===== src/rtl/seq_mac_pkg.sv =====
// ---------------------------------------------------------------------------
// seq_mac_pkg
// Shared arithmetic package for the sequential multiply-accumulate block.
// Holds the controller state encoding, the default operand/accumulator
// widths and a small helper for sizing the multiply bit counter.
// No ports (package).
// ---------------------------------------------------------------------------
package seq_mac_pkg;

  localparam int DEF_N     = 4;
  localparam int DEF_ACC_W = 12;

  typedef enum logic [1:0] {
    IDLE = 2'd0,
    MUL  = 2'd1,
    ACC  = 2'd2,
    OUT  = 2'd3
  } state_e;

  // A counter over n steps needs ceil(log2(n)) bits, but never fewer than one
  function automatic int cntWidth(input int n);
    return (n > 1) ? $clog2(n) : 1;
  endfunction

endpackage


===== src/rtl/seq_mac_shift_add_mul.sv =====
// ---------------------------------------------------------------------------
// shift_add_mul
// Iterative unsigned multiplier: one multiplier bit per clock, so a product
// takes exactly N cycles after start regardless of operand values.
// Ports:
//   clk        rising-edge clock
//   rst        asynchronous active-high reset, clears every register
//   start_i    capture a_i/b_i/last_i, clear product and counter, begin
//   a_i, b_i   N-bit unsigned multiplicand / multiplier
//   last_i     "final term" tag travelling with the operand pair
//   done_o     high during the final multiply cycle; product_o is complete
//              from the following cycle on
//   product_o  2N-bit product register
//   last_o     captured last_i
// ---------------------------------------------------------------------------
module shift_add_mul
  import seq_mac_pkg::*;
#(
  parameter int N = DEF_N
) (
  input  logic           clk,
  input  logic           rst,
  input  logic           start_i,
  input  logic [N-1:0]   a_i,
  input  logic [N-1:0]   b_i,
  input  logic           last_i,
  output logic           done_o,
  output logic [2*N-1:0] product_o,
  output logic           last_o
);

  localparam int CW = cntWidth(N);

  logic [2*N-1:0] mcand_q, mcand_d;
  logic [2*N-1:0] prod_q,  prod_d;
  logic [N-1:0]   mplier_q, mplier_d;
  logic [CW-1:0]  cnt_q,   cnt_d;
  logic           busy_q,  busy_d;
  logic           last_q,  last_d;

  // The last multiply cycle is the one where the counter reaches N-1
  assign done_o = busy_q && (cnt_q == CW'(N - 1));

  // Next-state datapath: the multiplicand shifts left and the multiplier
  // shifts right each step, so bit 0 of the multiplier always selects
  // whether the current shifted multiplicand is added in.
  always_comb begin
    mcand_d  = mcand_q;
    prod_d   = prod_q;
    mplier_d = mplier_q;
    cnt_d    = cnt_q;
    busy_d   = busy_q;
    last_d   = last_q;
    if (start_i) begin
      mcand_d  = {{N{1'b0}}, a_i};
      mplier_d = b_i;
      prod_d   = '0;
      cnt_d    = '0;
      busy_d   = 1'b1;
      last_d   = last_i;
    end else if (busy_q) begin
      if (mplier_q[0]) begin
        prod_d = prod_q + mcand_q;
      end
      mcand_d  = mcand_q << 1;
      mplier_d = mplier_q >> 1;
      cnt_d    = cnt_q + CW'(1);
      if (done_o) begin
        busy_d = 1'b0;
      end
    end
  end

  // Datapath registers; reset wipes any partial product
  always_ff @(posedge clk or posedge rst) begin
    if (rst) begin
      mcand_q  <= '0;
      prod_q   <= '0;
      mplier_q <= '0;
      cnt_q    <= '0;
      busy_q   <= 1'b0;
      last_q   <= 1'b0;
    end else begin
      mcand_q  <= mcand_d;
      prod_q   <= prod_d;
      mplier_q <= mplier_d;
      cnt_q    <= cnt_d;
      busy_q   <= busy_d;
      last_q   <= last_d;
    end
  end

  assign product_o = prod_q;
  assign last_o    = last_q;

endmodule


===== src/rtl/seq_mac.sv =====
// ---------------------------------------------------------------------------
// seq_mac
// Sequential dot-product engine: accepts unsigned operand pairs one at a
// time, multiplies each with an N-cycle shift-and-add, and accumulates the
// products with saturation until the pair tagged in_last, then offers the
// result on a valid/ready handshake.
// Ports:
//   clk, rst             clock, asynchronous active-high reset
//   in_valid / in_ready  operand-pair handshake (ready only in IDLE)
//   A, B                 N-bit unsigned operands
//   in_last              pair closes the current dot product
//   out_valid/out_ready  result handshake (valid only in OUT)
//   Acc                  ACC_W-bit saturating accumulator
//   Ovf                  sticky saturation flag for the current result
// ---------------------------------------------------------------------------
module seq_mac
  import seq_mac_pkg::*;
#(
  parameter int N     = DEF_N,
  parameter int ACC_W = DEF_ACC_W
) (
  input  logic             clk,
  input  logic             rst,
  input  logic             in_valid,
  output logic             in_ready,
  input  logic [N-1:0]     A,
  input  logic [N-1:0]     B,
  input  logic             in_last,
  output logic             out_valid,
  input  logic             out_ready,
  output logic [ACC_W-1:0] Acc,
  output logic             Ovf
);

  localparam int SW = ACC_W + 1;

  state_e           state_q;
  logic [ACC_W-1:0] acc_q;
  logic             ovf_q;
  logic             start;
  logic             mulDone;
  logic [2*N-1:0]   product;
  logic             lastCap;
  logic [SW-1:0]    sum_d;

  assign start = (state_q == IDLE) && in_valid;

  shift_add_mul #(
    .N(N)
  ) u_mul (
    .clk      (clk),
    .rst      (rst),
    .start_i  (start),
    .a_i      (A),
    .b_i      (B),
    .last_i   (in_last),
    .done_o   (mulDone),
    .product_o(product),
    .last_o   (lastCap)
  );

  // One extra bit of headroom exposes the carry that signals saturation
  assign sum_d = {1'b0, acc_q} + SW'(product);

  // Controller, accumulator and sticky overflow flag.  Ovf is only ever
  // set here and only cleared on the result handshake or reset.
  always_ff @(posedge clk or posedge rst) begin
    if (rst) begin
      state_q <= IDLE;
      acc_q   <= '0;
      ovf_q   <= 1'b0;
    end else begin
      case (state_q)
        IDLE: begin
          if (in_valid) begin
            state_q <= MUL;
          end
        end
        MUL: begin
          if (mulDone) begin
            state_q <= ACC;
          end
        end
        ACC: begin
          if (sum_d[ACC_W]) begin
            acc_q <= '1;
            ovf_q <= 1'b1;
          end else begin
            acc_q <= sum_d[ACC_W-1:0];
          end
          state_q <= lastCap ? OUT : IDLE;
        end
        OUT: begin
          if (out_ready) begin
            acc_q   <= '0;
            ovf_q   <= 1'b0;
            state_q <= IDLE;
          end
        end
        default: state_q <= IDLE;
      endcase
    end
  end

  assign in_ready  = (state_q == IDLE);
  assign out_valid = (state_q == OUT);
  assign Acc       = acc_q;
  assign Ovf       = ovf_q;

endmodule


===== config.mk =====
export PLATFORM = sky130hd
export DESIGN_NAME = seq_mac
export DESIGN_NICKNAME = d
export VERILOG_FILES = /design/src/rtl/seq_mac_pkg.sv /design/src/rtl/seq_mac_shift_add_mul.sv /design/src/rtl/seq_mac.sv
export SDC_FILE = /design/constraint.sdc
export NUM_CORES = 1
export LEC_CHECK = 0
export CORE_MARGIN = 2
export CORE_UTILIZATION = 53
export CTS_CLUSTER_DIAMETER = 30
export DETAILED_ROUTE_END_ITERATION = 8
export PLACE_DENSITY = 0.76
export SYNTH_ARGS = -nofsm -noshare
export SYNTH_HDL_FRONTEND = slang
export SYNTH_SLANG_ARGS = --single-unit

===== constraint.sdc =====
create_clock -name clk -period 6.15 [get_ports clk]
set_clock_uncertainty 0.2 [all_clocks]
set_input_delay 1.23 -clock clk [delete_from_list [all_inputs] [get_ports clk]]
set_output_delay 1.23 -clock clk [all_outputs]
set_load 0.005 [all_outputs]

Word-level counts from Yosys, hierarchy flattened
Index checks and enable logic that the tools add are counted.
Operators by class
  $add $sub $neg: 3
  equal/unequal tests: 8
  multiplexer cells: 23
  reduce and logical (&&, ||, !) cells: 10
Operator list (number)
  $mux 8: 5
  $mux 12: 2
  $pmux 12 s2: 1
  $add 12x8->13: 1
  $mux 2: 6
  $add 8x8->8: 1
  $mux 4: 2
  $pmux 2 s4: 1
  $eq 2x2->1 const B: 3
  $ne 2x2->1 const B: 3
  $reduce_and 3->1: 2
  $reduce_bool 2->1: 3
  $mux 1: 5
  $reduce_and 2->1: 2
  $add 2x1->2 const B: 1
  $eq 2x1->1 const B: 1
  $logic_and 1x1->1: 2
  $logic_not 2->1: 1
  $ne 2x1->1 const B: 1
  $pmux 1 s2: 1
Storage, ports and cells
  register bits: 39
  input port bits: 13
  output and inout bits: 15
  word-level logic and storage cells: 53

Logic depth before layout (Yosys ltp)
  word-level depth: 5
  depth in mapped cells: 8
  depth with buffers taken out: 8

By module
From an unflattened synthesis, not the netlist that was laid out.
Second synthesis, totals
  cell total of the unflattened synthesis: 236
  area, all modules: 2338.5 sq um
Modules (own cells, without submodules)
  shift_add_mul: instances 1, cells each 133, area each 1327.5 sq um, sequential area each 600.6 sq um
  seq_mac: instances 1, cells each 103, area each 1011.0 sq um, sequential area each 375.4 sq um

Least setup slack after synthesis
OpenSTA, ideal clock, no wires.
  path type: flip-flop to flip-flop
  from: reg acc_q[0] (netlist: Acc[0])
  to: reg acc_q[10] (netlist: Acc[10])
  library setup time: 132 ps
  data arrival time: 2044 ps
  required time: 5818 ps
  setup slack: 3774 ps
  cell stages (with the launch flop): 8
  path buffers: 0
  clock period less this slack: 2376 ps
  cells stage by stage: dfrtp_1 ha_1 fa_1 a211oi_1 nor2_1 a221o_2 a41oi_2 a221oi_2
Between the ends
  longest elaborated chain between the ends: 3
RTL lines
  start, declared: RTL line seq_mac.sv:38  | logic [ACC_W-1:0] acc_q;
  start signal, assigned: RTL line seq_mac.sv:89  | acc_q <= sum_d[ACC_W-1:0];
  $add 12x8->13: RTL line seq_mac.sv:63  | assign sum_d = {1'b0, acc_q} + SW'(product);
  $mux 12: RTL line seq_mac.sv:85  | if (sum_d[ACC_W]) begin
  $pmux 12 s2: RTL line seq_mac.sv:73  | case (state_q)
No other way between the ends.
A chain may end at the register's enable or synchronous reset.

Worst setup path after layout
  from: reg state_q[1]
  to: out in_ready
Between the ends
  longest elaborated chain between the ends: 1
RTL lines
  start, declared: RTL line seq_mac.sv:37  | state_e state_q;
  start signal, assigned: RTL line seq_mac.sv:91  | state_q <= lastCap ? OUT : IDLE;
  $logic_not 2->1: RTL line seq_mac.sv:105  | assign in_ready = (state_q == IDLE);
  end, declared: RTL line seq_mac.sv:25  | output logic in_ready,
No other way between the ends.

==> impl_metrics.csv <==
group,metric,value,unit
outcome,status,"complete, no violations",
clocking,clkTransAtPathRegs,0.07,ns
worst_setup_path,cp_max_fo,11,
power,finalPower,0.00121,W
min_path,min_to,"Ovf",
synth,syn_nets,281,
clocking,cts_buffer_depth,2,
die,pin_count,28,
route,wirelength,4820,µm
final_layout,layout.nets,305,
synth,post_synth_main_area_contributors,"dfrtp_1, ha_1, nand2_1",
synth,syn-cell-area,0.00237,mm²
clocking,numCtsBuffers,5,
place,placed_area,0.00266,mm²
synth,ys_ff_latch,39,
synth,ys_types,48,
final_layout,mostFrequentLayoutCells,"dfrtp_1, nand2_1, clkdlybuf4s50_1",
worst_setup_path,r2r_cells,7,
clocking,cts.sinks,39,
sta,rsz0062_at_grt,"false",
sta,max-slew-margin-rel,0.412,
worst_setup_path,crit_chain,"nor2_1 > clkdlybuf4s50_1",
grt,grt_overflow,0,
worst_setup_path,critPathKind,"flip-flop to output port",
die,rows,24,
final_layout,drive_above_1_share,0.0691,
sta,finalSetupViolations,0,
route,drcViolationCount,0,
worst_setup_path,timing.rr.start,"Acc[0]",
sta,fin_crit_sh,0.477,
die,dieArea,0.00503,mm²
sta,maxSlewViolCount,0,
final_layout,area_growth,17.2,%
place,dp_cells,319,
min_path,hold_class,"flip-flop to flip-flop",
worst_setup_path,crit_path_end_kind,"output port",
sta,hold_ws,0.279,ns
synth,synth_warnings,0,
die,initial_utilization,0.549,
power,vdd_drop_max,346,µV
route,wl_per_cell,14.7,µm
final_layout,final_area,0.00278,mm²
grt,grtUsageTotal,0.212,
place,gp_congestion,0.808,
worst_setup_path,cp_slowest_cell,"clkdlybuf4s50_1",
sta,fin_crit,2.93,ns
clocking,htree_levels,2,
final_layout,layout_commonest_cell,"dfrtp_1",
sta,setup_tns,0,ns
min_path,holdCritStartpoint,"Ovf",
clocking,insertion_delay,0.30,ns
grt,grt_max_degree,40,
worst_setup_path,rr_endpoint,"Acc[4]",
sta,worstMarginPinSlew,0.882,ns
route,vias,1930,
grt,grt_pass1_vias,1884,
synth,synth_ff_type,"dfrtp_1",
clocking,ctsResizeCount,0,
power,powerDensity,434,mW/mm²
synth,synth_area_per_cell,9.49,µm²
worst_setup_path,cp.required,4.72,ns
clocking,root_buffer,"clkbuf_8",
final_layout,instances_no_fill,327,
sta,fmax,341,MHz
route,postRouteAntennaNets,0,
final_layout,antenna_cells,0,
sta,hold_violations,0,
worst_setup_path,cpPeakStageDelay,0.53,ns
worst_setup_path,crit_start,"state_q[1]",
die,coreArea,0.00432,mm²
worst_setup_path,critPathTopFamily,"buffers and inverters",
die,die_w,70.9,µm
synth,async_reset_ff_frac,1.00,
grt,antenna_found_initial,0,
clocking,hold_buffers,0,
synth,synth_edf_count,0,
worst_setup_path,cp.arrival,1.50,ns
route,drt_pass1_iterations,4,
power,power.leakage,1.31,nW
synth,synth.top_cell.area_share,0.411,
place,portBuffers,27,
synth,synthCells,250,
min_path,min_path_cells,2,
grt,grt_pass1_wl,8510,µm
synth,yosys.area.top_type,"dfrtp_1",
clocking,cts_setup_buffers,0,
worst_setup_path,crit_buf_inv,1,
clocking,cts_tree,"built",
route,drtIter0Drc,128,
worst_setup_path,reg2reg_setup_slack,3.56,ns
synth,synth_seq_area_share,0.411,
job,cap_violations,0,
worst_setup_path,start_kind,"flip-flop",
route,via_per_inst,5.90,
die,die_h,70.9,µm
place,dp_hpwl,3450,µm
-- registers in the layout, indices dropped and copies added (netlist names) --
| name | count |
|---|---|
| u_mul.busy_q | 1 |
| u_mul.cnt_q | 2 |
| u_mul.last_o | 1 |
| state_q | 2 |
| Ovf | 1 |
| u_mul.mcand_q | 8 |
| Acc | 12 |
| u_mul.mplier_q | 4 |
| u_mul.product_o | 8 |
-- cells by family (layout without fill, tap and decap cells) --
group	after synthesis	count (layout)	share of synthesized area
flops	39	39	0.411
buf+inv	19	44	0.0348
xor+xnor	7	7	0.0258
mux	11	11	0.0464
compound gates	69	69	0.203
simple gates	87	87	0.177
fa+ha+maj	18	18	0.101
-- power by group --
group	switching, W	leakage [nW]	total, W	internal [W]
logic	0.000253	0.735	0.000508	0.000255
registers	0.000122	0.513	0.000473	0.000352
clock network	0.0000934	0.0612	0.000225	0.000131
total	0.000468	1.31	0.00121	0.000738
-- cells in the mapped netlist, types with 3 or more instances --
cell type  instances
dfrtp_1           39
nand2_1           38
o21ai_0           22
ha_1              16
nor2_1            16
mux2i_1           11
nand3_1           10
buf_2              8
inv_1              8
o211ai_1           8
a21o_1             6
a21oi_1            6
a211oi_1           5
nor3_1             5
and2_1             4
xnor2_1            4
nor2b_1            3
nor3b_1            3
xor2_1             3
-- tightest hold or removal path: stages (launching register included) --
cell	delay [ns]
dfrtp_1	0.35
nand2_1	0.05
nand2_1	0.05
-- through the flow --
stage | setup slack (ns) | utilization
2_1_floorplan | 3.77 | -
3_3_place_gp | 3.01 | 0.616
3_5_place_dp | 2.96 | 0.616
4_1_cts | 3.20 | 0.643
5_1_grt | 3.07 | 0.643
6_report | 3.22 | 0.643
-- layout make-up --
| cell class | instances | area (µm²) |
|---|---|---|
| multi-input combinational | 192 | 1310 |
| tap | 52 | 65.1 |
| inverter | 8 | 30.0 |
| timing repair buffer | 28 | 278 |
| sequential | 39 | 976 |
| clock inverter | 2 | 35.0 |
| fill | 373 | 1540 |
| clock buffer | 6 | 82.6 |
-- how the worst max path moves through the flow --
stage	to	slack, ns	cells past startpoint
global route	in_ready	3.07	2
detailed placement	u_mul.product_o[6]	2.96	5
floorplan	Acc[10]	3.77	7
finish	in_ready	3.22	2
global placement	u_mul.product_o[6]	3.01	5
CTS	in_ready	3.20	2
-- layer usage --
| metal | wire, µm | track usage | vias to the layer above | part of all wire |
|---|---|---|---|---|
| met1 | 2250 | 0.273 | 926 | 0.47 |
| li1 | - | - | 947 | - |
| met4 | 90 | 0.0943 | 0 | 0.019 |
| met5 | 0 | 0 | - | 0 |
| met3 | 199 | 0.0513 | 11 | 0.041 |
| met2 | 2280 | 0.341 | 46 | 0.47 |
Power figures use the tool's default switching activity.
